**src/rtl/led_pkg.sv**
```systemverilog
// Shared types and helpers for the 7-segment scan controller.
package led_pkg;

    // Scan phases: dark, one digit lit, all anodes off between digits.
    typedef enum logic [1:0] {
        OFF   = 2'd0,
        DRIVE = 2'd1,
        GUARD = 2'd2
    } scan_state_e;

    // All segments off (segments are active-low).
    localparam logic [6:0] SEG_OFF = 7'h7F;

    // Hex nibble to active-low segment pattern {g,f,e,d,c,b,a}.
    function automatic logic [6:0] hex_to_seg(input logic [3:0] nib);
        logic [6:0] lit;
        case (nib)
            4'h0: lit = 7'h3F;
            4'h1: lit = 7'h06;
            4'h2: lit = 7'h5B;
            4'h3: lit = 7'h4F;
            4'h4: lit = 7'h66;
            4'h5: lit = 7'h6D;
            4'h6: lit = 7'h7D;
            4'h7: lit = 7'h07;
            4'h8: lit = 7'h7F;
            4'h9: lit = 7'h6F;
            4'hA: lit = 7'h77;
            4'hB: lit = 7'h7C;
            4'hC: lit = 7'h39;
            4'hD: lit = 7'h5E;
            4'hE: lit = 7'h79;
            default: lit = 7'h71;
        endcase
        return ~lit;
    endfunction

endpackage

```
**src/rtl/scan_timer.sv**
```systemverilog
// Slot timer shared by the DRIVE and GUARD phases. Counts 0..last and
// restarts; tc marks the final cycle of the slot. load forces a restart.
module scan_timer #(
    parameter int CNT_WIDTH = 16
) (
    input  logic                 clk,
    input  logic                 rst,
    input  logic                 load,
    input  logic [CNT_WIDTH-1:0] last,
    output logic                 tc
);

    logic [CNT_WIDTH-1:0] cnt_q;
    logic [CNT_WIDTH-1:0] cnt_d;

    // Terminal count and next count value.
    always_comb begin
        tc    = (cnt_q == last);
        cnt_d = (load || tc) ? '0 : cnt_q + CNT_WIDTH'(1);
    end

    // Count register.
    always_ff @(posedge clk or posedge rst) begin
        if (rst) cnt_q <= '0;
        else     cnt_q <= cnt_d;
    end

endmodule

```
**src/rtl/led_scan_ctrl.sv**
```systemverilog
// Time-multiplexed 7-segment scan controller with a tear-free shadow
// register. Load handshake: a word transfers on a clock edge where
// ld_valid && ld_ready are both 1; ld_ready then stays 0 until the shadow
// has been copied to the displayed value (at the frame boundary, or at
// once while dark) and returns to 1 the cycle after that copy. ld_valid
// while ld_ready is 0 is simply ignored.
module led_scan_ctrl
    import led_pkg::*;
#(
    parameter int NUM_DIGITS  = 4,
    parameter int DRIVE_COUNT = 50000,
    parameter int GUARD_COUNT = 500,
    parameter int CNT_WIDTH   = 16
) (
    input  logic                    clk,
    input  logic                    rst,
    input  logic                    en,
    input  logic                    blank_lz,
    input  logic                    ld_valid,
    input  logic [4*NUM_DIGITS-1:0] ld_data,
    output logic                    ld_ready,
    output logic [6:0]              seg,
    output logic [NUM_DIGITS-1:0]   an,
    output logic                    frame_done,
    output scan_state_e             dbg_state
);

    localparam int DIG_W = (NUM_DIGITS > 1) ? $clog2(NUM_DIGITS) : 1;
    localparam logic [DIG_W-1:0] LAST_DIGIT = DIG_W'(NUM_DIGITS - 1);

    scan_state_e             state_q, state_d;
    logic [DIG_W-1:0]        digit_q, digit_d;
    logic [4*NUM_DIGITS-1:0] shadow_q, shadow_d;
    logic [4*NUM_DIGITS-1:0] active_q, active_d;
    logic                    shadow_full_q, shadow_full_d;
    logic                    ld_ready_q, ld_ready_d;
    logic [6:0]              seg_q, seg_d;
    logic [NUM_DIGITS-1:0]   an_q, an_d;
    logic                    frame_done_q, frame_done_d;

    logic                    timer_load;
    logic                    timer_tc;
    logic [CNT_WIDTH-1:0]    timer_last;
    logic                    capture;
    logic                    copy;
    logic                    upper_nz;
    logic                    blanked;
    logic [3:0]              nib;

    assign timer_last = (state_q == GUARD) ? CNT_WIDTH'(GUARD_COUNT - 1)
                                           : CNT_WIDTH'(DRIVE_COUNT - 1);

    scan_timer #(.CNT_WIDTH(CNT_WIDTH)) u_timer (
        .clk  (clk),
        .rst  (rst),
        .load (timer_load),
        .last (timer_last),
        .tc   (timer_tc)
    );

    // Scan sequencing: next state, digit index and frame boundary.
    always_comb begin
        state_d      = state_q;
        digit_d      = digit_q;
        timer_load   = 1'b0;
        frame_done_d = 1'b0;
        if (!en) begin
            state_d    = OFF;
            digit_d    = '0;
            timer_load = 1'b1;
        end else begin
            case (state_q)
                OFF: begin
                    state_d    = DRIVE;
                    digit_d    = '0;
                    timer_load = 1'b1;
                end
                DRIVE: begin
                    if (timer_tc) begin
                        state_d    = GUARD;
                        timer_load = 1'b1;
                    end
                end
                GUARD: begin
                    if (timer_tc) begin
                        state_d    = DRIVE;
                        timer_load = 1'b1;
                        if (digit_q == LAST_DIGIT) begin
                            digit_d      = '0;
                            frame_done_d = 1'b1;
                        end else begin
                            digit_d = digit_q + DIG_W'(1);
                        end
                    end
                end
                default: begin
                    state_d    = OFF;
                    digit_d    = '0;
                    timer_load = 1'b1;
                end
            endcase
        end
    end

    // Shadow capture and shadow-to-active copy; the two are mutually exclusive.
    always_comb begin
        capture       = ld_valid & ld_ready_q;
        copy          = shadow_full_q & (frame_done_d | (state_q == OFF));
        shadow_d      = capture ? ld_data : shadow_q;
        active_d      = copy ? shadow_q : active_q;
        shadow_full_d = capture | (shadow_full_q & ~copy);
        ld_ready_d    = ~capture & ~shadow_full_q;
    end

    // Output decode from the next state, so a fresh frame shows fresh data.
    always_comb begin
        seg_d    = SEG_OFF;
        an_d     = '1;
        upper_nz = 1'b0;
        for (int i = 0; i < NUM_DIGITS; i++) begin
            if (i >= int'(digit_d) && active_d[4*i +: 4] != 4'h0) upper_nz = 1'b1;
        end
        blanked = blank_lz && (digit_d != '0) && !upper_nz;
        nib     = active_d[{digit_d, 2'b00} +: 4];
        if (state_d == DRIVE) begin
            an_d[digit_d] = 1'b0;
            seg_d         = blanked ? SEG_OFF : hex_to_seg(nib);
        end
    end

    // All state and output registers.
    always_ff @(posedge clk or posedge rst) begin
        if (rst) begin
            state_q       <= OFF;
            digit_q       <= '0;
            shadow_q      <= '0;
            active_q      <= '0;
            shadow_full_q <= 1'b0;
            ld_ready_q    <= 1'b1;
            seg_q         <= SEG_OFF;
            an_q          <= '1;
            frame_done_q  <= 1'b0;
        end else begin
            state_q       <= state_d;
            digit_q       <= digit_d;
            shadow_q      <= shadow_d;
            active_q      <= active_d;
            shadow_full_q <= shadow_full_d;
            ld_ready_q    <= ld_ready_d;
            seg_q         <= seg_d;
            an_q          <= an_d;
            frame_done_q  <= frame_done_d;
        end
    end

    assign ld_ready   = ld_ready_q;
    assign seg        = seg_q;
    assign an         = an_q;
    assign frame_done = frame_done_q;
    assign dbg_state  = state_q;

endmodule

```
**config.mk**
```make
export PLATFORM = sky130hd
export DESIGN_NAME = led_scan_ctrl
export DESIGN_NICKNAME = d
export VERILOG_FILES = /design/src/rtl/led_pkg.sv /design/src/rtl/scan_timer.sv /design/src/rtl/led_scan_ctrl.sv
export SDC_FILE = /design/constraint.sdc
export NUM_CORES = 1
export LEC_CHECK = 0
export CELL_PAD_IN_SITES_DETAIL_PLACEMENT = 2
export CELL_PAD_IN_SITES_GLOBAL_PLACEMENT = 2
export CORE_UTILIZATION = 34
export CTS_CLUSTER_DIAMETER = 40
export DETAILED_ROUTE_END_ITERATION = 10
export PLACE_DENSITY = 0.78
export SLEW_MARGIN = 20
export SYNTH_ARGS = -nofsm -noshare
export SYNTH_HDL_FRONTEND = slang
export SYNTH_HIERARCHICAL = 1
export SYNTH_SLANG_ARGS = --single-unit
```
**constraint.sdc**
```tcl
create_clock -name clk -period 4.05 [get_ports clk]
set_clock_uncertainty 0.05 [all_clocks]
set_input_delay 0.6075 -clock clk [delete_from_list [all_inputs] [get_ports clk]]
set_output_delay 0.6075 -clock clk [all_outputs]
set_load 0.02 [all_outputs]
```
After elaboration in Yosys (flattened, before gate mapping)
Memory sizes are Yosys's and may differ from the RTL's.
Cells that the tools add are included.
- add/subtract/negate cells: 2
- $lt $le $gt $ge: 5
- equality and inequality tests: 5
- shifts and indexed selects: 1
- mux-type cells: 28
- bitwise operators: 11
- reductions and logical operators: 15
- operators by type and width (operator ; count):
    2-to-1 mux 16 bit ; 3
    2-to-1 mux 7 bit ; 3
    adder 16 x 1 -> 16 bit, second input constant ; 1
    equality test 16 bit ; 1
    nonzero test 4 bit ; 4
    variable part select 16 x 5 -> 4 bit ; 1
    2-to-1 mux 1 bit ; 12
    2-to-1 mux 2 bit ; 6
    inverter 7 bit ; 1
    logical AND 1 bit ; 6
    one-hot mux 2 bit (3 select lines) ; 1
    bitwise AND 1 bit ; 4
    equality test 2 x 1 -> 1 bit, second input constant ; 2
    equality test 2 bit, second input constant ; 2
    greater-or-equal comparator 1 x 2 -> 1 bit, first input constant ; 2
    2-to-1 mux 4 bit ; 1
    inverter 4 bit ; 1
    one-hot mux 2 bit (2 select lines) ; 1
    < comparator 2 x 3 -> 1 bit, second input constant ; 1
    inverter 1 bit ; 3
    adder 2 x 1 -> 2 bit, second input constant ; 1
    demux 1 bit (select 2 bit) ; 1
    greater-or-equal comparator 2 x 1 -> 1 bit, second input constant ; 1
    greater-or-equal comparator 2 bit, first input constant ; 1
    6 further kinds ; 7
- bits in registers: 66
- bits in read-only memories: 112
- logic and storage cells: 78
- memories kept: 1
- memory list (memory ; words ; width ; rd ports ; clocked after Yosys merged registers in ; wr ports ; RTL line ; RTL):
    (name not given) ; 16 ; 7 ; 1 ; 0 ; 0 ; led_pkg.sv:17 ; case (nib)

Depth between registers and ports, before layout
Gate-level depths: netlist of run 1.
- depth in word-level cells: 19
- gate-level depth with buffers: 20
- gate-level depth less buffers: 20

Hierarchy
The synthesis of run 1 kept the hierarchy.
- modules (own cells, without submodules) (module ; times used ; cells an instance ; area each (um^2)):
    led_scan_ctrl ; 1 ; 203 ; 2444.8
    scan_timer ; 1 ; 101 ; 985.9

Least setup slack after synthesis of run 1
No wires, ideal clock.
- path type: register to register
- from: register state_q[0], in the netlist dbg_state[0]
- to: register seg_q[0], in the netlist seg[0]
- setup time: 0.087 ns
- arrival: 4.182 ns
- required time: 3.913 ns
- slack: -0.269 ns
- cell stages (with the launch flop): 17
- buffers on the path: 1
- period minus slack after synthesis: 4.319 ns
- cell sequence: dfrtp_1 > inv_1 > ha_1 > inv_1 > xnor2_1 > nand4_2 > nor4_1 > a41o_2 > nand2_4 > buf_6 > mux2_4 > a21oi_1 > o221ai_1 > ha_1 > or3_1 > o21ai_0 > o21ai_1
- RTL lines (what ; RTL line ; RTL):
    from (decl) ; led_scan_ctrl.sv:31 ; scan_state_e state_q, state_d;
    from (signal assigned) ; led_scan_ctrl.sv:144 ; state_q <= state_d;
    equality test 2 bit * ; led_scan_ctrl.sv:50 ; assign timer_last = (state_q == GUARD) ? CNT_WIDTH'(GUARD_COUNT - 1)
    2-to-1 mux 16 bit * ; led_scan_ctrl.sv:50 ;
    via timer_last[4] ; led_scan_ctrl.sv:43 ; logic [CNT_WIDTH-1:0] timer_last;
    equality test 16 bit * ; scan_timer.sv:18 ; tc = (cnt_q == last);
    via timer_tc ; led_scan_ctrl.sv:42 ; logic timer_tc;
    2-to-1 mux 1 bit * ; led_scan_ctrl.sv:85 ; if (timer_tc) begin
    2-to-1 mux 1 bit * ; led_scan_ctrl.sv:72 ; case (state_q)
    2-to-1 mux 1 bit * ; led_scan_ctrl.sv:67 ; if (!en) begin
    [3 not listed] ; n/a ;
    via active_d[13] ; led_scan_ctrl.sv:34 ; logic [4*NUM_DIGITS-1:0] active_q, active_d;
    variable part select 16 x 5 -> 4 bit / nonzero test 4 bit (equally long branches) ; led_scan_ctrl.sv:124, led_scan_ctrl.sv:121 ;
    memory read (16 x 7 bit) / 2-to-1 mux 1 bit (equally long branches) ; n/a ;
    2-to-1 mux 7 bit / zero test 1 bit (equally long branches) ; led_scan_ctrl.sv:125, led_scan_ctrl.sv:123 ;
    inverter 7 bit / logical AND 1 bit (equally long branches) ; led_pkg.sv:35, led_scan_ctrl.sv:123 ;
    2-to-1 mux 7 bit * ; led_scan_ctrl.sv:127 ; seg_d = blanked ? SEG_OFF : hex_to_seg(nib);
    2-to-1 mux 7 bit * ; led_scan_ctrl.sv:125 ; if (state_d == DRIVE) begin
    via seg_d[0] ; led_scan_ctrl.sv:37 ; logic [6:0] seg_q, seg_d;
    to (signal assigned) ; led_scan_ctrl.sv:150 ; seg_q <= seg_d;
    to (decl) ; led_scan_ctrl.sv:37 ;
Mark *: on every way through the listed nets, which the timed path passes. The rest lies on a longest branch. The select of a mux whose other input is x is not followed.
A chain may end at the register's enable or synchronous reset.

Final worst setup path of run 1
- from: register state_q[0], in the netlist dbg_state[0]
- to: register seg_q[0], in the netlist seg[0]
- RTL lines (what ; RTL line ; RTL):
    equality test 2 bit * ; led_scan_ctrl.sv:50 ;
    2-to-1 mux 16 bit * ; led_scan_ctrl.sv:50 ;
    via timer_last[4] ; led_scan_ctrl.sv:43 ;
    equality test 16 bit * ; scan_timer.sv:18 ;
    via timer_tc ; led_scan_ctrl.sv:42 ;
    2-to-1 mux 1 bit * ; led_scan_ctrl.sv:85 ;
    2-to-1 mux 1 bit * ; led_scan_ctrl.sv:72 ;
    2-to-1 mux 1 bit * ; led_scan_ctrl.sv:67 ;
    bitwise OR 1 bit * ; led_scan_ctrl.sv:108 ; copy = shadow_full_q & (frame_done_d | (state_q == OFF));
    bitwise AND 1 bit * ; led_scan_ctrl.sv:108 ;
    2-to-1 mux 16 bit * ; led_scan_ctrl.sv:110 ; active_d = copy ? shadow_q : active_q;
    via active_d[4] ; led_scan_ctrl.sv:34 ;
    parallel branches: the longest is 7 deep, another holds memory read (16 x 7 bit) ; n/a ;
    2-to-1 mux 7 bit * ; led_scan_ctrl.sv:127 ;
    2-to-1 mux 7 bit * ; led_scan_ctrl.sv:125 ;
    via seg_d[0] ; led_scan_ctrl.sv:37 ;
Mark *: on every way through the listed nets, which the timed path passes. The select of a mux whose other input is x is not followed.

==> results of run 1 <==
==> critical path, stage by stage (launching register included) <==
cell     delay, ps
dfrtp_2        440
inv_1           90
ha_1           180
inv_2           90
xnor2_1        270
nand4_4        160
nor4_4         330
a41o_2         330
nand2_8        150
mux2_2         320
mux2_2         280
a21o_1         230
ha_1           230
or3_1          360
o21ai_0         90
o21ai_1        100
==> synth_stat cells, types with 2 or more instances <==
master / n / area [µm²]
nand3_1: 11 / 55.1
nand2_1: 19 / 71.3
mux2_4: 3 / 45.0
o221ai_1: 2 / 17.5
mux2_2: 20 / 225
a21o_1: 2 / 15.0
o21ai_1: 2 / 10.0
o41ai_1: 2 / 17.5
or3_1: 3 / 18.8
dfstp_2: 12 / 315
mux2i_1: 14 / 140
nand4_1: 8 / 50.1
dfrtp_1: 54 / 1350
nand2b_1: 4 / 25.0
o21ai_2: 2 / 17.5
a21oi_1: 6 / 30.0
ha_1: 12 / 150
a31oi_1: 2 / 12.5
conb_1: 2 / 7.51
buf_6: 4 / 45.0
nor2_1: 21 / 78.8
o211ai_2: 2 / 25.0
o21ai_0: 4 / 20.0
xor2_1: 5 / 43.8
nor4_1: 3 / 18.8
xnor2_1: 21 / 184
o211ai_1: 3 / 22.5
nor2b_1: 2 / 12.5
and2_1: 3 / 18.8
inv_1: 25 / 93.8
nor3_1: 4 / 20.0
clkbuf_1: 2 / 7.51
==> worst paths after layout <==
kind	startpoint	endpoint	slack (ps)	cells past startpoint
min reg2reg	shadow_q[10]$_DFFE_PP0P_	shadow_q[10]$_DFFE_PP0P_	460	1
min in group asynchronous	rst	u_timer/cnt_q[0]$_DFF_PP0_	640	2
min	shadow_q[10]$_DFFE_PP0P_	shadow_q[10]$_DFFE_PP0P_	460	1
max reg2reg	dbg_state[0]$_DFF_PP0_	seg[0]$_DFF_PP1_	290	15
max in group asynchronous	rst	dbg_state[0]$_DFF_PP0_	2680	2
max	dbg_state[0]$_DFF_PP0_	seg[0]$_DFF_PP1_	290	15
==> state kept, by name, indices dropped and copies added, names as in the netlist <==
signal and count:
seg 7, digit_q 2, frame_done 1, shadow_q 16, u_timer/cnt_q 16, shadow_full_q 1, dbg_state 2, ld_ready 1
active_q 16, an 4
==> cells in the final DEF (no fill, tap or decap), types with 3 or more instances in the layout <==
cell type	n
o21ai_2	3
dfstp_2	12
nor2_1	21
or3_1	3
o211ai_1	3
mux2i_1	13
xor2_1	5
dfrtp_1	53
conb_1	8
clkbuf_8	11
and2_1	3
nand3_1	11
nand2_1	18
clkdlybuf4s50_1	35
nand4_1	8
nor3_1	4
inv_1	23
a21oi_1	6
o21ai_0	4
ha_1	12
nand2b_1	4
xnor2_1	21
buf_4	9
mux2_2	20
mux2_4	3
==> power breakdown <==
group / total [µW] / switching [µW] / leakage (µW) / internal (µW)
clock: 537 / 280 / 0.0000919 / 258
combinational: 794 / 426 / 0.000924 / 368
sequential: 954 / 91.3 / 0.000803 / 862
total: 2280 / 797 / 0.00182 / 1490
==> repair_timing <==
item | 4_1_cts | 5_1_grt
setup buffers | 1 | 3
endpoints found under the setup margin | 3 | 7
hold buffers | 0 | 0
gates resized for setup | 0 | 8
pin swaps | 1 | 1
==> through the flow <==
step	cells	hold slack (ps)	utilization	total power [µW]
floorplan	310	401	-	1500
global placement	476	444	0.405	1710
detailed placement	476	448	0.405	1740
CTS	493	465	0.425	2300
global route	496	489	0.432	2440
finish	496	463	0.432	2280
==> cell type report <==
| class | count | share of cell area |
|---|---|---|
| multi-input combinational | 211 | 0.398 |
| sequential | 66 | 0.395 |
| timing repair buffer | 44 | 0.0991 |
| tap | 133 | 0.0395 |
| clock buffer | 11 | 0.0359 |
| inverter | 26 | 0.0234 |
| clock inverter | 5 | 0.00890 |
==> routing by layer <==
metal / track usage / share of wire / vias up / wire (µm)
li1: - / - / 1162 / -
met1: 0.206 / 0.43 / 1262 / 3540
met2: 0.319 / 0.53 / 31 / 4420
met3: 0.0390 / 0.024 / 10 / 198
met4: 0.0736 / 0.014 / 0 / 119
met5: 0 / 0 / - / 0
==> cells by family after synthesis <==
family          after synthesis
xor+xnor                     27
fa+ha+maj                    12
compound gates               38
other cells                   2
flops                        66
buf+inv                      33
simple gates                 87
mux                          39
==> run metrics, run 1 <==
global route overflow 0; mux contribution to synthesized area 0.129; # diodes 0; Worst-Skew Late Latency 360 ps; RSZ-0062 raised after global routing false; Worst EP required 4270 ps; area of the multi-input gates 0.00168 mm²; PwrDens 542 mW/mm²; status finished clean; dpl cell area 0.00396 mm²; First-pass DRT Iterations 4; gr usage total 0.179; Worst Setup Path Type register to register; Critical Path AT 3980 ps; XOR/XNOR Fraction of Synth Area 0.0711; CTS HTree Levels 3; simple-gate share of the synthesized area 0.131; Seq/Total Area, Yosys 0.486; Hold Vio Cnt, Final 0; Slew headroom 0.351; Reg clk slew, reported paths 80 ps; Row Count 36; Compound-Gate Fraction of Synth Area 0.0904; largest net degree at the start of global routing 51; core area 0.00977 mm²; # port buffers 35; main combinational cell family by area after synthesis simple AND/OR/NAND/NOR gates; Initial Util 0.351; DR vias/cell 4.97; final setup TNS 0 ps; Total Wirelength 8280 µm; cts bufs inserted 9; CTS max path bufs 2; post-route cell area 0.00422 mm²; Clock Root Buffer clkbuf_8; Post-synth EDFFs 0; Worst setup SP type register; Synth async-reset ratio 1.00; # setup viols final 0; flops & latches, synth 66; Final Cycle Share 0.928; FILL cells 1046; via count 2465; Mapped Area 0.00343 mm²; FMAX 266 MHz; Syn Inst Count 304; shortest period the worst path allows 3760 ps; static leakage 0.00182 µW; endpoint class of the critical path register; WL per Instance 16.7 µm; Layout Nets 391; synth unique cells 57; vias in the first global route 2780; height of the die 102 µm; Final GP Congestion 0.774; TritonCTS clock tree yes; Die W 102 µm; max-slew violation count 0; DR DRC count 0; initial antenna violation count 0; clk sinks 66; ANT nets after route 0; global-route wire length before repair 14000 µm; layout cells sized above 1 0.231; Synth Warn # 6; PnR worst setup slack 291 ps; HP Class register to register; Main synth FF type dfrtp_1; Tightest Pin Transition 970 ps; critical path peak fanout 17; VDD IR-drop max 209 µV; syn avg cell area 11.3 µm²; IO Pins 36; Synth Area in Adders 0.0438; hpwl dp 6140 µm; area grow syn2layout 22.9%; initial DRC count 68; Max Cap Viol 0; FF+latch area 0.00167 mm²; worst slack at placement 89.8 ps; DIE AREA 0.0105 mm²
Power figures use the tool's default switching activity.
==> inputs of run 2 (changes only) <==
Settings changed: CORE_UTILIZATION 34 to 41, CTS_BUF_LIST from default to sky130_fd_sc_hd__clkbuf_16, PLACE_DENSITY 0.78 to 0.87.
Clock period 4.05 ns to 4.85 ns, I/O delays scaled along.
==> run metrics, run 2 (synthesis gave the netlist of run 1 again) <==
status finished clean; # setup viols final 0 (unchanged); hpwl dp 6810 µm (+11%); layout cells sized above 1 0.208 (-0.0235); commonest cells after routing, fill and taps aside dfrtp_1 (54), clkdlybuf4s50_1 (35), inv_1 (25); PnR worst setup slack 208 ps (-83.5 ps); height of the die 93.5 µm (-8.8%); Row Count 32 (-11%); # port buffers 35 (unchanged); DR vias/cell 5.66 (+14%); DR DRC count 0 (unchanged); global-route wire length before repair 17300 µm (+24%); # diodes 0 (unchanged); ANT nets after route 0 (unchanged); initial DRC count 96 (+41%); critical path peak fanout 17 (unchanged); worst slack at placement 330 ps (+240 ps); Worst R2R Path Depth 16 (+1); Tightest Pin Transition 900 ps (-69.9 ps); Max Cap Viol 0 (unchanged); cts bufs inserted 9 (unchanged); Worst Setup Path Type register to register; global route overflow 0 (unchanged); CP max stage cell dfrtp_1; Hold Vio Cnt, Final 0 (unchanged); Regs by FF count active_q: 16 flops, shadow_q: 16 flops, u_timer/cnt_q: 16 flops; Critical Path Source dbg_state[0]$_DFF_PP0_; max-slew violation count 0 (unchanged); WL per Instance 23.6 µm (+42%); Die W 93.5 µm (-8.8%); gr usage total 0.273 (+0.0946); shortest period the worst path allows 4640 ps (+883 ps); core area 0.00793 mm² (-19%); total power after layout 2180 µW (-4.7%); Layout Nets 384 (-1.8%); commonest non-fill, non-tap cell in the layout dfrtp_1; via count 2590 (+5.1%); CTS HTree Levels 3 (unchanged); CP peak stage delay 430 ps (about the same); worst path bufs/invs 3 (+1); Critical Path AT 4840 ps (+860 ps); Reg clk slew, reported paths 60 ps (-20 ps); IO Pins 36 (unchanged); hold depth 1 (unchanged); FMAX 215 MHz (-19%); initial antenna violation count 0 (unchanged); worst r2r src dbg_state[0]$_DFF_PP0_; reg2reg end seg[0]$_DFF_PP1_; DIE AREA 0.00874 mm² (-17%); endpoint class of the critical path register; TritonCTS clock tree yes; VDD IR-drop max 362 µV (+73%); vias in the first global route 2946 (+6.0%); end of the critical path seg[0]$_DFF_PP1_; CTS max path bufs 2 (unchanged); Initial Util 0.433 (+0.0818); crit-path cells inv_1 > ha_2 > inv_1 > xnor2_1 > nand4_1 > nor4_1 > buf_4 > a41o_2 > nand2_4 > mux2_4 > a21oi_1 > o221ai_2 > ha_1 > or3_1 > o21ai_0 > o21ai_1; Top Family by Delay on Critical Path simple AND/OR/NAND/NOR gates; PwrDens 518 mW/mm² (-4.4%); Total Wirelength 10800 µm (+31%); Clock Root Buffer clkbuf_16; R2R Setup Slk 210 ps (-80 ps); Final Cycle Share 0.957 (+0.0291); cell mode on critical path inv_1; largest net degree at the start of global routing 51 (unchanged); area grow syn2layout 22.5%; Worst setup SP type register; HP Class register to register; WP depth 16 (+1); RSZ-0062 raised after global routing false; static leakage 0.00182 µW (-0.19%); Slew headroom 0.398 (+0.0468); FILL cells 790 (-24%); First-pass DRT Iterations 4 (unchanged); Final GP Congestion 0.814 (+5.1%); final setup TNS 0 ps (unchanged); Worst-Skew Late Latency 340 ps (-20 ps); Worst EP required 5050 ps (+780 ps); clk sinks 66 (unchanged)
run 2: changes by cell type in the layout (fill, tap and decap cells not counted), sizes merged:
cell,delta
bufinv,+1
buf,-7
clkinv,+1
clkbuf,-2
run 2: area by class of cell:
cell class	instances	area, µm²	area share
flip-flops and latches	66	1670	0.397
multi-input cells	211	1650	0.392
repair buffers	37	365	0.0869
clock buffers	9	225	0.0536
well taps	102	128	0.0304
inverters	26	98.8	0.0235
clock inverters	7	71.3	0.0170
run 2: metal layers:
layer  share of wire  global-route usage
met5               0                   0
met4           0.019              0.0756
met3           0.026              0.0496
met2            0.52               0.482
met1            0.44               0.342
run 2: what timing repair did:
action | 4_1_cts | 5_1_grt
endpoints found under the setup margin | 4 | 6
hold buffers | 0 | 0
setup buffers | 0 | 0
gates resized for setup | 1 | 4
run 2: worst min path at each step:
stage,start,to,slack [ps]
finish,u_timer/cnt_q[0]$_DFF_PP0_,u_timer/cnt_q[0]$_DFF_PP0_,470
global route,u_timer/cnt_q[0]$_DFF_PP0_,u_timer/cnt_q[0]$_DFF_PP0_,490
CTS,shadow_q[2]$_DFFE_PP0P_,shadow_q[2]$_DFFE_PP0P_,480
detailed placement,shadow_q[1]$_DFFE_PP0P_,shadow_q[1]$_DFFE_PP0P_,460
global placement,active_q[0]$_DFF_PP0_,active_q[0]$_DFF_PP0_,430
floorplan,active_q[0]$_DFF_PP0_,active_q[0]$_DFF_PP0_,400
run 2: power breakdown:
part	leakage [µW]	switching [µW]	internal (µW)
Clock	0.000143	260	397
Sequential	0.000804	95.0	722
Combinational	0.000869	404	298
Total	0.00182	759	1420
run 2: stage by stage:
stage | hold slack, ps | cell area, µm² | cells | util
after floorplan | 401 | 3450 | 310 | -
after global placement | 435 | 3890 | 442 | 0.490
after detailed placement | 456 | 3890 | 442 | 0.490
after CTS | 476 | 4190 | 458 | 0.528
after global routing | 489 | 4200 | 458 | 0.530
final | 471 | 4200 | 458 | 0.530
==> inputs of run 3 (changes only) <==
Settings changed: CORE_MARGIN from default to 3, CORE_UTILIZATION 41 to 40, PLACE_DENSITY 0.87 to 0.86.
==> run metrics, run 3 (synthesis gave the netlist of run 1 again) <==
gr usage total 0.222 (-0.0516); initial DRC count 161 (+68%); total power after layout 2270 µW (+4.2%); layout cells sized above 1 0.197 (-0.0107); DIE AREA 0.00972 mm² (+11%); largest net degree at the start of global routing 51 (unchanged); cts hold-fix bufs 0 (unchanged); via count 2536 (-2.1%); end of the worst hold path shadow_q[3]$_DFFE_PP0P_; Cell Count Post-Placement 444 (+0.45%); Max Cap Viol 0 (unchanged); RSZ-0062 raised after global routing false; CTS max path bufs 2 (unchanged); Regs by FF count active_q: 16 flops, shadow_q: 16 flops, u_timer/cnt_q: 16 flops; Worst Setup Path Type register to register; status finished clean; # diodes 0 (unchanged); vias in the first global route 2888 (-2.0%); Critical Path AT 4560 ps (-280 ps); worst r2r src dbg_state[0]$_DFF_PP0_; static leakage 0.00184 µW (+1.3%); area grow syn2layout 23.8%; Clock Root Buffer clkbuf_16; Post-CTS Resized 0 (-1); height of the die 98.6 µm (+5.5%); CTS HTree Levels 3 (unchanged); WL per Instance 22.0 µm (-7.0%); Top Family by Delay on Critical Path simple AND/OR/NAND/NOR gates; Hold Vio Cnt, Final 0 (unchanged); Worst R2R Path Depth 19 (+3); PwrDens 534 mW/mm² (+3.1%); DR vias/cell 5.51 (-2.5%); max-slew violation count 0 (unchanged); Worst EP required 5020 ps (-30 ps); IO Pins 36 (unchanged); CP peak stage delay 440 ps (about the same); critical path peak fanout 9 (-8); Final Cycle Share 0.905 (-0.0520); Worst setup SP type register; commonest cells after routing, fill and taps aside dfrtp_1 (54), clkdlybuf4s50_1 (35), inv_1 (25); Worst-Skew Late Latency 340 ps (about the same); Tightest Pin Transition 1030 ps (+131 ps); ANT nets after route 0 (unchanged); DR DRC count 0 (unchanged); HP Class register to register; Reg clk slew, reported paths 60 ps (about the same); hpwl dp 6040 µm (-11%); PnR worst setup slack 460 ps (+252 ps); Finished Core Util 0.514 (-0.0159); # setup viols final 0 (unchanged); Post CTS Setup Buffer Count 0 (unchanged); Layout Nets 383 (-0.26%); clk sinks 66 (unchanged); Initial Util 0.415 (-0.0173); cell mode on critical path inv_1; TritonCTS clock tree yes; cts bufs inserted 9 (unchanged); Total Wirelength 10100 µm (-6.6%); initial antenna violation count 0 (unchanged); First-pass DRT Iterations 4 (unchanged); shortest period the worst path allows 4390 ps (-252 ps); Row Count 33 (+3.1%); Slew headroom 0.311 (-0.0873); global route overflow 0 (unchanged); global-route wire length before repair 16800 µm (-3.0%); worst path bufs/invs 6 (+3); final std cells w/o fill 460 (+0.44%); commonest non-fill, non-tap cell in the layout dfrtp_1; core area 0.00826 mm² (+4.2%); endpoint class of the critical path register; final setup TNS 0 ps (unchanged); worst slack at placement 358 ps (+28.9 ps); Die W 98.6 µm (+5.5%); VDD IR-drop max 284 µV (-22%); R2R Setup Slk 460 ps (+250 ps); hold depth 1 (unchanged); CP max stage cell dfrtp_1; Final GP Congestion 0.818 (+0.45%); crit-path cells inv_1 > ha_4 > inv_1 > xnor2_1 > nand4_2 > nor4_1 > buf_4 > nor2b_1 > o21ai_1 > nand2_1 > nand2_1 > inv_1 > o2bb2ai_1 > nand2_1 > o221ai_2 > inv_1 > ha_1 > inv_1 > o311ai_1; FMAX 228 MHz (+5.7%); min-delay src shadow_q[3]$_DFFE_PP0P_; # port buffers 35 (unchanged); reg2reg end seg[4]$_DFF_PP1_
==> run 3: through the flow <==
step / hold WS, ps / area, µm²
global placement: 438 / 3880
floorplan: 401 / 3450
detailed placement: 435 / 3880
global route: 494 / 4250
finish: 459 / 4250
CTS: 466 / 4230
==> run 3: layout make-up <==
type,count,area [µm²]
Clock buffer,9,225
Clock inverter,7,119
Fill cell,820,4010
Inverter,26,98.8
Multi-Input combinational cell,211,1650
Sequential cell,66,1670
Tap cell,105,131
Timing Repair Buffer,36,358
==> run 3: routing by layer <==
layer	track usage	routed length, µm	vias up
met1	0.293	4620	1327
met3	0.0326	228	16
met5	0	0	-
met4	0.0756	183	0
li1	-	-	1144
met2	0.373	5070	49
==> run 3: power breakdown <==
part / internal, µW / switching [µW] / total [µW]
logic: 298 / 399 / 696
clock network: 502 / 256 / 758
registers: 721 / 92.1 / 814
==> run 3: how the worst max path moves through the flow <==
stage	startpoint	endpoint	cells past startpoint
after floorplan	dbg_state[0]$_DFF_PP0_	seg[0]$_DFF_PP1_	16
after detailed placement	dbg_state[0]$_DFF_PP0_	seg[6]$_DFF_PP1_	18
after global placement	dbg_state[0]$_DFF_PP0_	seg[0]$_DFF_PP1_	16
final	dbg_state[0]$_DFF_PP0_	seg[4]$_DFF_PP1_	19
after global routing	dbg_state[0]$_DFF_PP0_	seg[4]$_DFF_PP1_	19
after CTS	dbg_state[0]$_DFF_PP0_	seg[0]$_DFF_PP1_	19
==> run 3: worst register-to-register path, stage by stage, from the launching register on <==
cell and delay, ps:
dfrtp_1 440, inv_1 150, ha_4 230, inv_1 170, xnor2_1 280, nand4_2 180
nor4_1 310, buf_4 210, nor2b_1 110, o21ai_1 260, nand2_1 210, nand2_1 200
inv_1 150, o2bb2ai_1 170, nand2_1 130, o221ai_2 180, inv_1 160, ha_1 220
inv_1 100, o311ai_1 360
==> RTL change (flow settings as in run 3) <==
Make the reset (`rst`) synchronous in 2 clocked blocks.
--- a/src/rtl/scan_timer.sv
+++ b/src/rtl/scan_timer.sv
@@ -22,3 +22,3 @@
     // Count register.
-    always_ff @(posedge clk or posedge rst) begin
+    always_ff @(posedge clk) begin
         if (rst) cnt_q <= '0;
--- a/src/rtl/led_scan_ctrl.sv
+++ b/src/rtl/led_scan_ctrl.sv
@@ -131,3 +131,3 @@
     // All state and output registers.
-    always_ff @(posedge clk or posedge rst) begin
+    always_ff @(posedge clk) begin
         if (rst) begin
Behaviour: differs if rst is asserted again (counterexample within 4 cycles, from zero or initial values and one cycle with rst high); with rst held inactive, the same outputs for 10 cycles.
==> RTL change against run 3 <==
Routed wire length decreased by 2.1%. Non-clock buffer count increased by 6. Worst setup slack improved by 0.035 ns. Global-route usage increased by 0.88 points. Area after synthesis decreased by 9.3%. Sequential cell count unchanged. Cell area decreased by 8.8%. Die area decreased by 8.7%. Cell count increased by 6.3%. Core utilization increased by 0.88 points.
Power is not compared: it rests on default switching activity, and its combinational part moved more than twofold at a synthesized area within 25%.
==> RTL change: results (changes against run 3) <==
[synthesis]
synth.area.top_cells = dfxtp_1 (42%), mux2i_1 (7.4%), xnor2_1 (7.3%), nand2_1 (5.4%), ha_1 (4.8%)
synthArstFlopShare = 0  ; -1.00
post_synth.cell_area_avg_sq_um = 9.13  ; -19%
yosysUniqueCellTypes = 45  ; -21%

[finish]
multiInputGateArea_sq_mm = 0.00168  ; +1.7%
stdcell_count = 489  ; +6.3%
bufAreaShareNonClock = 0.104  ; +0.0197
nets = 418  ; +9.1%
final.fill_count = 794  ; -3.2%
clk_share = 0.0762  ; -0.00482
layout-drive-gt1-share = 0.0949  ; -0.102
sh_seq_area = 0.341  ; -0.0515
multi_input_cells = 251  ; +19%
buffers_excl_clock = 42  ; +17%
area_growth_pct = 24.5

[routing]
vias_per_cell = 5.38  ; -2.4%
m1WireLength_um = 4230  ; -8.5%
drt-initial-drc-count = 79  ; -51%
met3_length_um = 326  ; +43%

[outcome]
outcome = completed

[power_and_ir_drop]
clkPwrFrac = 0.493

[global_routing]
grtUsageMet3 = 0.0649  ; +0.0323
grt_max_degree = 40  ; -22%
global_route.usage.met1 = 0.264  ; -0.0287
grt_pass1_vias = 2877  ; -0.38%
grt.met2_usage = 0.401  ; +0.0279
grt_usage = 0.230  ; +0.00885

[worst_setup_path]
cp_data_arrival_time_ns = 4.50  ; -0.06 ns
reg2reg_from = dbg_state[1]
critPathTopFamily = multiplexers
slowest_delay_ns = 0.46  ; +0.02 ns
r2r-end = seg[4]
rrSetupSlack_ns = 0.49  ; +0.04 ns
reg2regPathDepth = 16  ; -3
cp_slowest_cell = dfxtp_1

[floorplanning]
n_tap_cell = 99  ; -5.7%

[timing]
worst_hold_slack_ns = 0.423  ; -0.0360 ns
tightest_slew_ns = 0.605  ; -0.425 ns

[place]
hpwl_um = 6060  ; +0.33%
dp.cells = 470  ; +5.9%
pre_cts_slack_ns = 0.600  ; +0.241 ns
placed_area_sq_mm = 0.00356  ; -8.4%

[worst_hold_path]
holdPathEnd = shadow_q[2]
hold_path_depth = 2  ; +1
hp-start = shadow_q[2]

-- RTL change: cell types whose count changed after synthesis, sizes merged, moves of 6 or more --
cell	run 3	this run
dfxtp	0	66
dfrtp	54	0
nand2	20	46
mux2	24	4
a21oi	6	22
dfstp	12	0
nor3	5	17
inv	26	15
mux2i	15	23
nor2	21	28
clkbuf	2	8
-- RTL change: worst max-delay path by stage --
stage | start | to | cells after the start
2_1_floorplan | dbg_state[0] | seg[3] | 18
3_3_place_gp | dbg_state[0] | seg[3] | 16
3_5_place_dp | dbg_state[0] | seg[3] | 17
4_1_cts | dbg_state[1] | seg[4] | 15
5_1_grt | dbg_state[1] | seg[6] | 17
6_report | dbg_state[1] | seg[4] | 16
-- RTL change: cell families after synthesis --
group / after synthesis / synth area share
DFF: 66 / 0.424
and+or+nand+nor: 132 / 0.213
buffers and inverters: 30 / 0.0446
other: 2 / 0.00241
adders and majority gates: 12 / 0.0482
AOI/OAI and AO/OA: 42 / 0.0848
muxes: 29 / 0.104
xor gates and xnor gates: 28 / 0.0788
